File: src/rtl/shape_color_classifier.sv
// Streaming single-object classifier: dominant colour plus triangle/circle/square
// figure from per-row object widths, one pixel per valid beat, no frame buffer.
//
// state | meaning
// IDLE  | waiting for start; results hold
// ARM   | waiting for the start-of-frame pixel
// ACCUM | accumulating sums, row widths and row statistics
// EVAL  | results presented with done, then back to IDLE
module shape_color_classifier #(
  parameter int W       = 160,
  parameter int H       = 120,
  parameter int CW      = 4,
  parameter int SAT_THR = 4,
  parameter int MIN_W   = 3,
  localparam int CNT_W  = $clog2(W*H+1),
  localparam int ACC_W  = CW + CNT_W,
  localparam int XW     = $clog2(W),
  localparam int YW     = $clog2(H),
  localparam int RW     = $clog2(W+1)
) (
  input  logic             clk,
  input  logic             rst,
  input  logic             start,
  input  logic             pix_valid,
  input  logic             pix_sof,
  input  logic [3*CW-1:0]  pix_data,
  output logic             busy,
  output logic             done,
  output logic [1:0]       color,
  output logic [1:0]       figure,
  output logic [CNT_W-1:0] obj_pixels
);

  localparam logic [1:0] S_IDLE  = 2'd0;
  localparam logic [1:0] S_ARM   = 2'd1;
  localparam logic [1:0] S_ACCUM = 2'd2;
  localparam logic [1:0] S_EVAL  = 2'd3;

  // One bit wider than the nominal YW+3 so that 8*H cannot wrap when H is a power of two.
  localparam int FW = YW + 4;

  logic [1:0]       state;
  logic [XW-1:0]    x_q, b_x;
  logic [YW-1:0]    y_q, b_y;
  logic [RW-1:0]    width_q, prev_q, b_width, b_prev, row_w;
  logic [YW:0]      valid_q, grow_q, b_valid, b_grow;
  logic [CNT_W-1:0] cnt_q, b_cnt;
  logic [ACC_W-1:0] sum_r_q, sum_g_q, sum_b_q, b_sum_r, b_sum_g, b_sum_b;
  logic [1:0]       color_q, figure_q, color_calc, figure_calc;
  logic [CNT_W-1:0] obj_q;

  logic [CW-1:0] ch_r, ch_g, ch_b, ch_max, ch_min;
  logic          is_obj, row_end, last_pix, row_ok, row_grow, take;
  logic [FW-1:0] g4, g8, v3, v5;

  always_comb begin
    ch_r = pix_data[3*CW-1 -: CW];
    ch_g = pix_data[2*CW-1 -: CW];
    ch_b = pix_data[CW-1:0];
    ch_max = ch_r;
    ch_min = ch_r;
    if (ch_g > ch_max) ch_max = ch_g;
    if (ch_b > ch_max) ch_max = ch_b;
    if (ch_g < ch_min) ch_min = ch_g;
    if (ch_b < ch_min) ch_min = ch_b;
    is_obj = (ch_max - ch_min) >= CW'(SAT_THR);

    // A sof pixel restarts the frame: it is processed against cleared counters.
    b_x     = pix_sof ? '0 : x_q;
    b_y     = pix_sof ? '0 : y_q;
    b_width = pix_sof ? '0 : width_q;
    b_prev  = pix_sof ? '0 : prev_q;
    b_valid = pix_sof ? '0 : valid_q;
    b_grow  = pix_sof ? '0 : grow_q;
    b_cnt   = pix_sof ? '0 : cnt_q;
    b_sum_r = pix_sof ? '0 : sum_r_q;
    b_sum_g = pix_sof ? '0 : sum_g_q;
    b_sum_b = pix_sof ? '0 : sum_b_q;

    row_w    = b_width + RW'(is_obj);
    row_end  = (b_x == XW'(W-1));
    last_pix = row_end && (b_y == YW'(H-1));
    row_ok   = row_w > RW'(MIN_W);
    row_grow = row_ok && (row_w > b_prev);
    take     = pix_valid && ((state == S_ARM && pix_sof) || state == S_ACCUM);
  end

  always_comb begin
    color_calc = 2'd0;
    if (sum_r_q > sum_g_q && sum_r_q > sum_b_q)      color_calc = 2'd1;
    else if (sum_g_q > sum_r_q && sum_g_q > sum_b_q) color_calc = 2'd2;
    else if (sum_b_q > sum_r_q && sum_b_q > sum_g_q) color_calc = 2'd3;

    g4 = FW'(grow_q) << 2;
    g8 = FW'(grow_q) << 3;
    v3 = (FW'(valid_q) << 1) + FW'(valid_q);
    v5 = (FW'(valid_q) << 2) + FW'(valid_q);
    figure_calc = 2'd3;
    if (valid_q == '0)               figure_calc = 2'd0;
    else if (g4 >= v3)               figure_calc = 2'd1;
    else if (g8 > v3 && g8 < v5)     figure_calc = 2'd2;
  end

  always_ff @(posedge clk) begin
    if (!rst) begin
      state    <= S_IDLE;
      x_q      <= '0;
      y_q      <= '0;
      width_q  <= '0;
      prev_q   <= '0;
      valid_q  <= '0;
      grow_q   <= '0;
      cnt_q    <= '0;
      sum_r_q  <= '0;
      sum_g_q  <= '0;
      sum_b_q  <= '0;
      color_q  <= '0;
      figure_q <= '0;
      obj_q    <= '0;
    end else begin
      case (state)
        S_IDLE: if (start) state <= S_ARM;
        S_EVAL: begin
          color_q  <= color_calc;
          figure_q <= figure_calc;
          obj_q    <= cnt_q;
          state    <= S_IDLE;
        end
        default: begin
          if (take) begin
            sum_r_q <= is_obj ? b_sum_r + ACC_W'(ch_r) : b_sum_r;
            sum_g_q <= is_obj ? b_sum_g + ACC_W'(ch_g) : b_sum_g;
            sum_b_q <= is_obj ? b_sum_b + ACC_W'(ch_b) : b_sum_b;
            cnt_q   <= b_cnt + CNT_W'(is_obj);
            if (row_end) begin
              x_q     <= '0;
              y_q     <= b_y + 1'b1;
              width_q <= '0;
              prev_q  <= row_w;
              valid_q <= b_valid + (YW+1)'(row_ok);
              grow_q  <= b_grow + (YW+1)'(row_grow);
            end else begin
              x_q     <= b_x + 1'b1;
              y_q     <= b_y;
              width_q <= row_w;
              prev_q  <= b_prev;
              valid_q <= b_valid;
              grow_q  <= b_grow;
            end
            state <= last_pix ? S_EVAL : S_ACCUM;
          end
        end
      endcase
    end
  end

  assign busy       = (state == S_ARM) || (state == S_ACCUM);
  assign done       = (state == S_EVAL);
  assign color      = done ? color_calc  : color_q;
  assign figure     = done ? figure_calc : figure_q;
  assign obj_pixels = done ? cnt_q       : obj_q;

endmodule

File: config.mk
export PLATFORM = sky130hd
export DESIGN_NAME = shape_color_classifier
export DESIGN_NICKNAME = d
export VERILOG_FILES = /design/src/rtl/shape_color_classifier.sv
export SDC_FILE = /design/constraint.sdc
export NUM_CORES = 1
export LEC_CHECK = 0
export CAP_MARGIN = 20
export CORE_MARGIN = 4
export CORE_UTILIZATION = 65
export CTS_CLUSTER_SIZE = 12
export DETAILED_ROUTE_END_ITERATION = 12
export PLACE_DENSITY = 0.84
export RECOVER_POWER = 25
export SYNTH_ARGS = -nofsm -noshare
export SYNTH_HDL_FRONTEND = slang
export SYNTH_SLANG_ARGS = --single-unit
File: constraint.sdc
create_clock -name clk -period 20.3 [get_ports clk]
set_clock_uncertainty 0.2 [all_clocks]
set_input_delay 4.06 -clock clk [delete_from_list [all_inputs] [get_ports clk]]
set_output_delay 4.06 -clock clk [all_outputs]
set_load 0.005 [all_outputs]
* Yosys cells after proc, flatten, opt, wreduce, memory -nomap -nowiden
Cells that the tools add are included.
** Storage, ports and cells
- Bits in registers :: 140
- Input bits :: 17
- Output and inout port bits :: 21
- Word-level logic and storage cells :: 101
** Operators by class
- $add $sub $neg :: 12
- Magnitude comparators :: 16
- Equal/unequal tests :: 6
- Multiplexer cells :: 36
- Bitwise logic cells :: 1
- Reduce and logical (&&, ||, !) cells :: 16
** Operators with widths (count)
- 19-bit > comparator :: 6
- 19-bit two-way mux :: 6
- 8-bit two-way mux :: 10
- 19-bit by 4-bit adder with 19-bit output :: 3
- 15-bit two-way mux :: 2
- 8-bit by 1-bit adder with 8-bit output :: 3
- 2-bit two-way mux :: 9
- 4-bit two-way mux :: 4
- 15-bit by 1-bit adder with 15-bit output :: 1
- 7-bit two-way mux :: 2
- 10-bit by 8-bit adder with 11-bit output :: 1
- 11-bit by 10-bit > comparator with 1-bit output :: 1
- 11-bit less-than comparator :: 1
- 9-bit by 8-bit adder with 10-bit output :: 1
- 10-bit greater-or-equal comparator :: 1
- 8-bit by 1-bit adder with 8-bit output (second input constant) :: 1
- 8-bit == test (second input constant) :: 1
- 4-bit > comparator :: 2
- 8-bit by 2-bit > comparator with 1-bit output (second input constant) :: 1
- 8-bit > comparator :: 1
- 1-bit logical AND :: 8
- 8-bit zero test :: 1
- 4-bit less-than comparator :: 2
- 7-bit by 1-bit adder with 7-bit output (second input constant) :: 1
- 14 further kinds :: 18

* Longest topological paths before layout
- Depth after elaboration :: 11
- Mapped depth :: 36
- Depth with buffers taken out :: 35

* Worst setup path after synthesis
No wires, ideal clock.
- Path type :: input -> register
- Start point :: in pix_data[11]
- End point :: reg grow_q[7]
- Library setup time :: 0.070 ns
- Data arrival time :: 10.544 ns
- Required time :: 20.030 ns
- Setup slack :: 9.486 ns
- Cell stages on the path :: 36
- Path buffers :: 2
- Cell sequence :: inv_1 > ha_1 > and4_1 > a31o_2 > a21oi_1 > mux2i_1 > ha_1 > and3b_4 > a2111oi_4 > or2_1 > buf_2 > nor2_1 > a21oi_1 > ha_1 > a31o_1 > or4b_4 > a21o_1 > buf_6 > nand2_1 > inv_1 > ha_1 > nand4_1 > xor2_1 > nor2_1 > ha_1 > a21o_1 > maj3_1 > and2_1 > o32ai_1 > a41oi_2 > ha_1 > and3_1 > and3_1 > nor2_1 > nor2_1 > a21oi_1
** On the way
- Longest elaborated chain between the ends :: 11
- Elaborated cells between the ends (all ways) :: 16
- Those cells by class :: add/sub (3); order compare (7); mux (5); reduce/logical (1)
** Ends and longest elaborated chain
- start, declared :: RTL line 26 : input logic [3*CW-1:0] pix_data,
- 4-bit > comparator / 4-bit less-than comparator (equally long branches) :: RTL line 62, 64
- 4-bit two-way mux, on equally long branches :: RTL line 62, 64
- 4-bit > comparator / 4-bit less-than comparator (equally long branches) :: RTL line 63, 65
- 4-bit two-way mux, on equally long branches :: RTL line 63, 65
- 4-bit subtractor * :: RTL line 66 : is_obj = (ch_max - ch_min) >= CW'(SAT_THR);
- 4-bit by 3-bit greater-or-equal comparator with 1-bit output * :: RTL line 66
- 8-bit by 1-bit adder with 8-bit output * :: RTL line 80 : row_w = b_width + RW'(is_obj);
- 8-bit by 2-bit > comparator with 1-bit output / 8-bit > comparator (equally long branches) :: RTL line 83, 84
- 1-bit logical AND * :: RTL line 84 : row_grow = row_ok && (row_w > b_prev);
- 8-bit by 1-bit adder with 8-bit output * :: RTL line 141 : grow_q <= b_grow + (YW+1)'(row_grow);
- 8-bit two-way mux * :: RTL line 135 : if (row_end) begin
- end signal, assigned :: RTL line 141
- end signal, assigned :: RTL line 148 : grow_q <= b_grow;
- end, declared :: RTL line 46 : logic [YW:0] valid_q, grow_q, b_valid, b_grow;
Every way passes the cells marked *; elsewhere a longest branch is shown, timed or not.
A chain may end at the register's enable or synchronous reset.

* Final worst setup path
- Start point :: in pix_data[11]
- End point :: reg grow_q[6]
Same word-level chain as after synthesis.

==> results.md <==
* Status: finished, violations left
* Failing checks: max-capacitance violations, max-slew violations
* Initial antenna violation count at 0
* Initial core utilization at 66.86%
* Die area at 0.01864 mm²
* Pre-antenna DRT Iters at 5
* Uppermost layer routed: met4
* CP startpoint kind: input pin
* # setup viols final at 0
* Sequential share of the synthesized area at 26.10%
* Min-Delay Startpoint: prev_q[5]
* Crit path max-delay family: adder cells
* Fraction of registers with async set or reset after synthesis at 0%
* Post-DP HPWL at 19.20 mm
* Cells after synthesis at 1,346
* Post-route cell area at 0.01186 mm²
* Grt ovf at 0
* Share of the clock period used by the worst path at 59.08%
* Core ar. at 0.01606 mm²
* Top-level I/O count at 38
* Hold buffer count at CTS at 0
* Finished Layout Cells at 1,587
* Number of core rows at 46
* Max-Cap Viols at 2
* Post-Synthesis Net Count at 1,511
* First-pass GRT wire length at 46.53 mm
* Worst r2r path cells at 16
* Synthesized area per cell at 7.977 µm²
* Leak at 4.963 nW
* Met1 wire length at 12.13 mm
* Vias/cell at 6.306
* Total GRT Usage at 30.67%
* Clk Latency, worst-skew pair at 0.44 ns
* Vias in the first global route at 9,604
* Post-synthesis register bit count at 140
* Final net count at 1,523
* Fin. Hold Viols at 0
* Largest net degree at the start of global routing at 96
* IO buf count at 37
* Cell chosen for the clock root: clkbuf_16
* Overall power at 0.7519 mW
* Placed cells at 1,554
* WL met3 at 1.702 mm
* CP max stage delay at 0.58 ns
* Number of synthesized flops with an enable pin at 0
* Post-cts repair resize count at 0
* Die Y at 136.5 µm
* Top FF cell, synth: dfxtp_1
* Cell count of the worst hold path at 2
* Final Max Slew Viols at 167
* Critical R2R Launch: width_q[1]
* Placer Congestion at 0.9139
* Setup TNS at 0 ns
* Worst-margin pin slew at 4.682 ns
* HP Class: register to register
* Layout area overhead at 10.45%
* Cell with the most instances on the worst path: ha_1
* Htree depth at 4
* CTS tree: yes
* Clk buf depth at 2
* ANT nets after route at 0
* Final min period at 11.99 ns
* Ys Warns at 0
* R2R Setup Slk at 16.13 ns
* Number of diodes at 0
* Num CTS Buffers at 17
* Post-DR wirelength/cell at 17.68 µm
* Layout cells sized above 1 at 5.835%
* Crit path DAT at 11.91 ns
* CP max FO at 26
* Buf+Inv Stages, Crit Path at 4
* # DRC at 0
* RSZ-0062 raised after global routing: false
* Placed cell area at 0.01122 mm²
* Synthesized cell area at 0.01074 mm²
* Routed wire length at 28.06 mm
* Library cells used by synthesis at 77
* Worst IR Drop VDD at 0.00006293 V
* Cell Pwr Density at 63.41 mW/mm²
* Setup crit end kind: register
* Worst hold path endpoint: prev_q[5]
* Crit Path Class: input pin to register
* Wire length on met2 at 13.35 mm
* Final core utilization at 73.85%
* Setup Buffers After CTS at 0
* Critical R2R Capture: grow_q[6]
* Worst EP required at 20.21 ns
* Die W at 136.5 µm
* Starting DRT DRC Count at 890
* Reg clk slew, reported paths at 0.06 ns
* Max Fclk at 83.38 MHz
* Critical Path Slowest Stage Cell: clkdlybuf4s50_1
* CTS sink count at 140
* Slew headroom at -212.1%
* Vias post-DR at 10,010
[synth_stat cells, drive strengths merged, types with 5 or more instances]
cell type	count	area [µm²]
dfxtp	140	2803
nor2	116	435.4
o21ai	59	295.3
clkbuf	42	157.7
xnor2	39	341.6
nand3b	7	52.55
nand2	148	555.5
o21a	31	232.7
buf	16	85.08
a211o	11	96.34
or4	5	37.54
o21bai	5	37.54
nor2b	27	168.9
a21o	33	247.7
o2111ai	7	61.31
o31ai	8	60.06
and3	20	125.1
mux2i	15	150.1
nand4	48	325.3
nand2b	11	68.82
xor2	12	105.1
inv	84	315.3
a21oi	99	503.0
and2	26	165.2
a31oi	9	62.56
fa	5	100.1
a22oi	13	97.59
nand3	42	210.2
ha	143	1789
mux2	17	191.4
o211ai	18	135.1
nor4	11	75.07
and4	6	52.55
or3	5	31.28
nor3	15	80.08
[where the power goes]
| group | switching [mW] | total, mW | internal [mW] |
|---|---|---|---|
| Clock | 0.131 | 0.344 | 0.214 |
| Sequential | 0.00274 | 0.280 | 0.278 |
| Combinational | 0.0830 | 0.127 | 0.0445 |
[state kept, by name, indices dropped and copies added (netlist names), 15 cells and up]
| register | cells |
|---|---|
| sum_r_q | 19 |
| sum_g_q | 19 |
| obj_q | 15 |
| sum_b_q | 19 |
| cnt_q | 15 |
[worst max path at each step]
| stage | startpoint | end | depth (start not counted) |
|---|---|---|---|
| finish | pix_data[11] | grow_q[6] | 35 |
| global route | pix_data[11] | grow_q[6] | 35 |
| CTS | pix_data[11] | grow_q[7] | 36 |
| detailed placement | pix_data[11] | grow_q[7] | 36 |
| global placement | pix_data[11] | grow_q[7] | 36 |
| floorplan | pix_data[11] | grow_q[7] | 36 |
[per-layer routing]
| metal | vias up | global-route usage (%) |
|---|---|---|
| li1 | 4842 | - |
| met1 | 4713 | 38.84 |
| met2 | 376 | 51.15 |
| met3 | 77 | 6.324 |
| met4 | 0 | 12.15 |
| met5 | - | 0 |
[metrics by stage]
step                setup WS (ns)  hold slack [ns]
global placement            8.403           0.2419
floorplan                   9.486           0.2174
finish                      8.307           0.2681
detailed placement          8.111           0.2512
CTS                         8.525           0.2609
global route                7.943           0.2746
[worst min-delay path: cells and delay by family, from the launching register on]
family / cells / cell delay (ns)
simple gates: 1 / 0.05
compound gates: 1 / 0.06
flops: 1 / 0.31
[cell usage in the layout (no fill, tap or decap), drive strengths merged, types with 13 or more instances in the layout]
| master | instances |
|---|---|
| nand2 | 148 |
| ha | 143 |
| dfxtp | 140 |
| nor2 | 116 |
| a21oi | 99 |
| inv | 87 |
| o21ai | 59 |
| nand4 | 48 |
| nand3 | 42 |
| xnor2 | 39 |
| a21o | 33 |
| clkdlybuf4s50 | 32 |
| o21a | 31 |
| nor2b | 27 |
| and2 | 26 |
| clkbuf | 23 |
| and3 | 20 |
| o211ai | 18 |
| mux2 | 17 |
| mux2i | 15 |
| nor3 | 15 |
| a22oi | 13 |
[logic make-up after synthesis]
family	Yosys count	share of synthesized area, %
AO/OA/AOI/OAI	327	20.02
XOR/XNOR	51	4.160
adder cells (fa/ha/maj)	150	17.78
buffers and inverters	142	5.197
flip-flops	140	26.10
multiplexers	32	3.181
AND/OR/NAND/NOR	504	23.55
[final cells by class]
type                    instances  area, µm²
multi-input cells            1064       7378
well taps                     216      270.3
inverters                      84      315.3
fillers                      1214       4199
clock inverters                13      186.4
clock buffers                  19      452.9
flip-flops and latches        140       2803
repair buffers                 51      452.9
No activity file was read; power rests on OpenSTA's default activity.
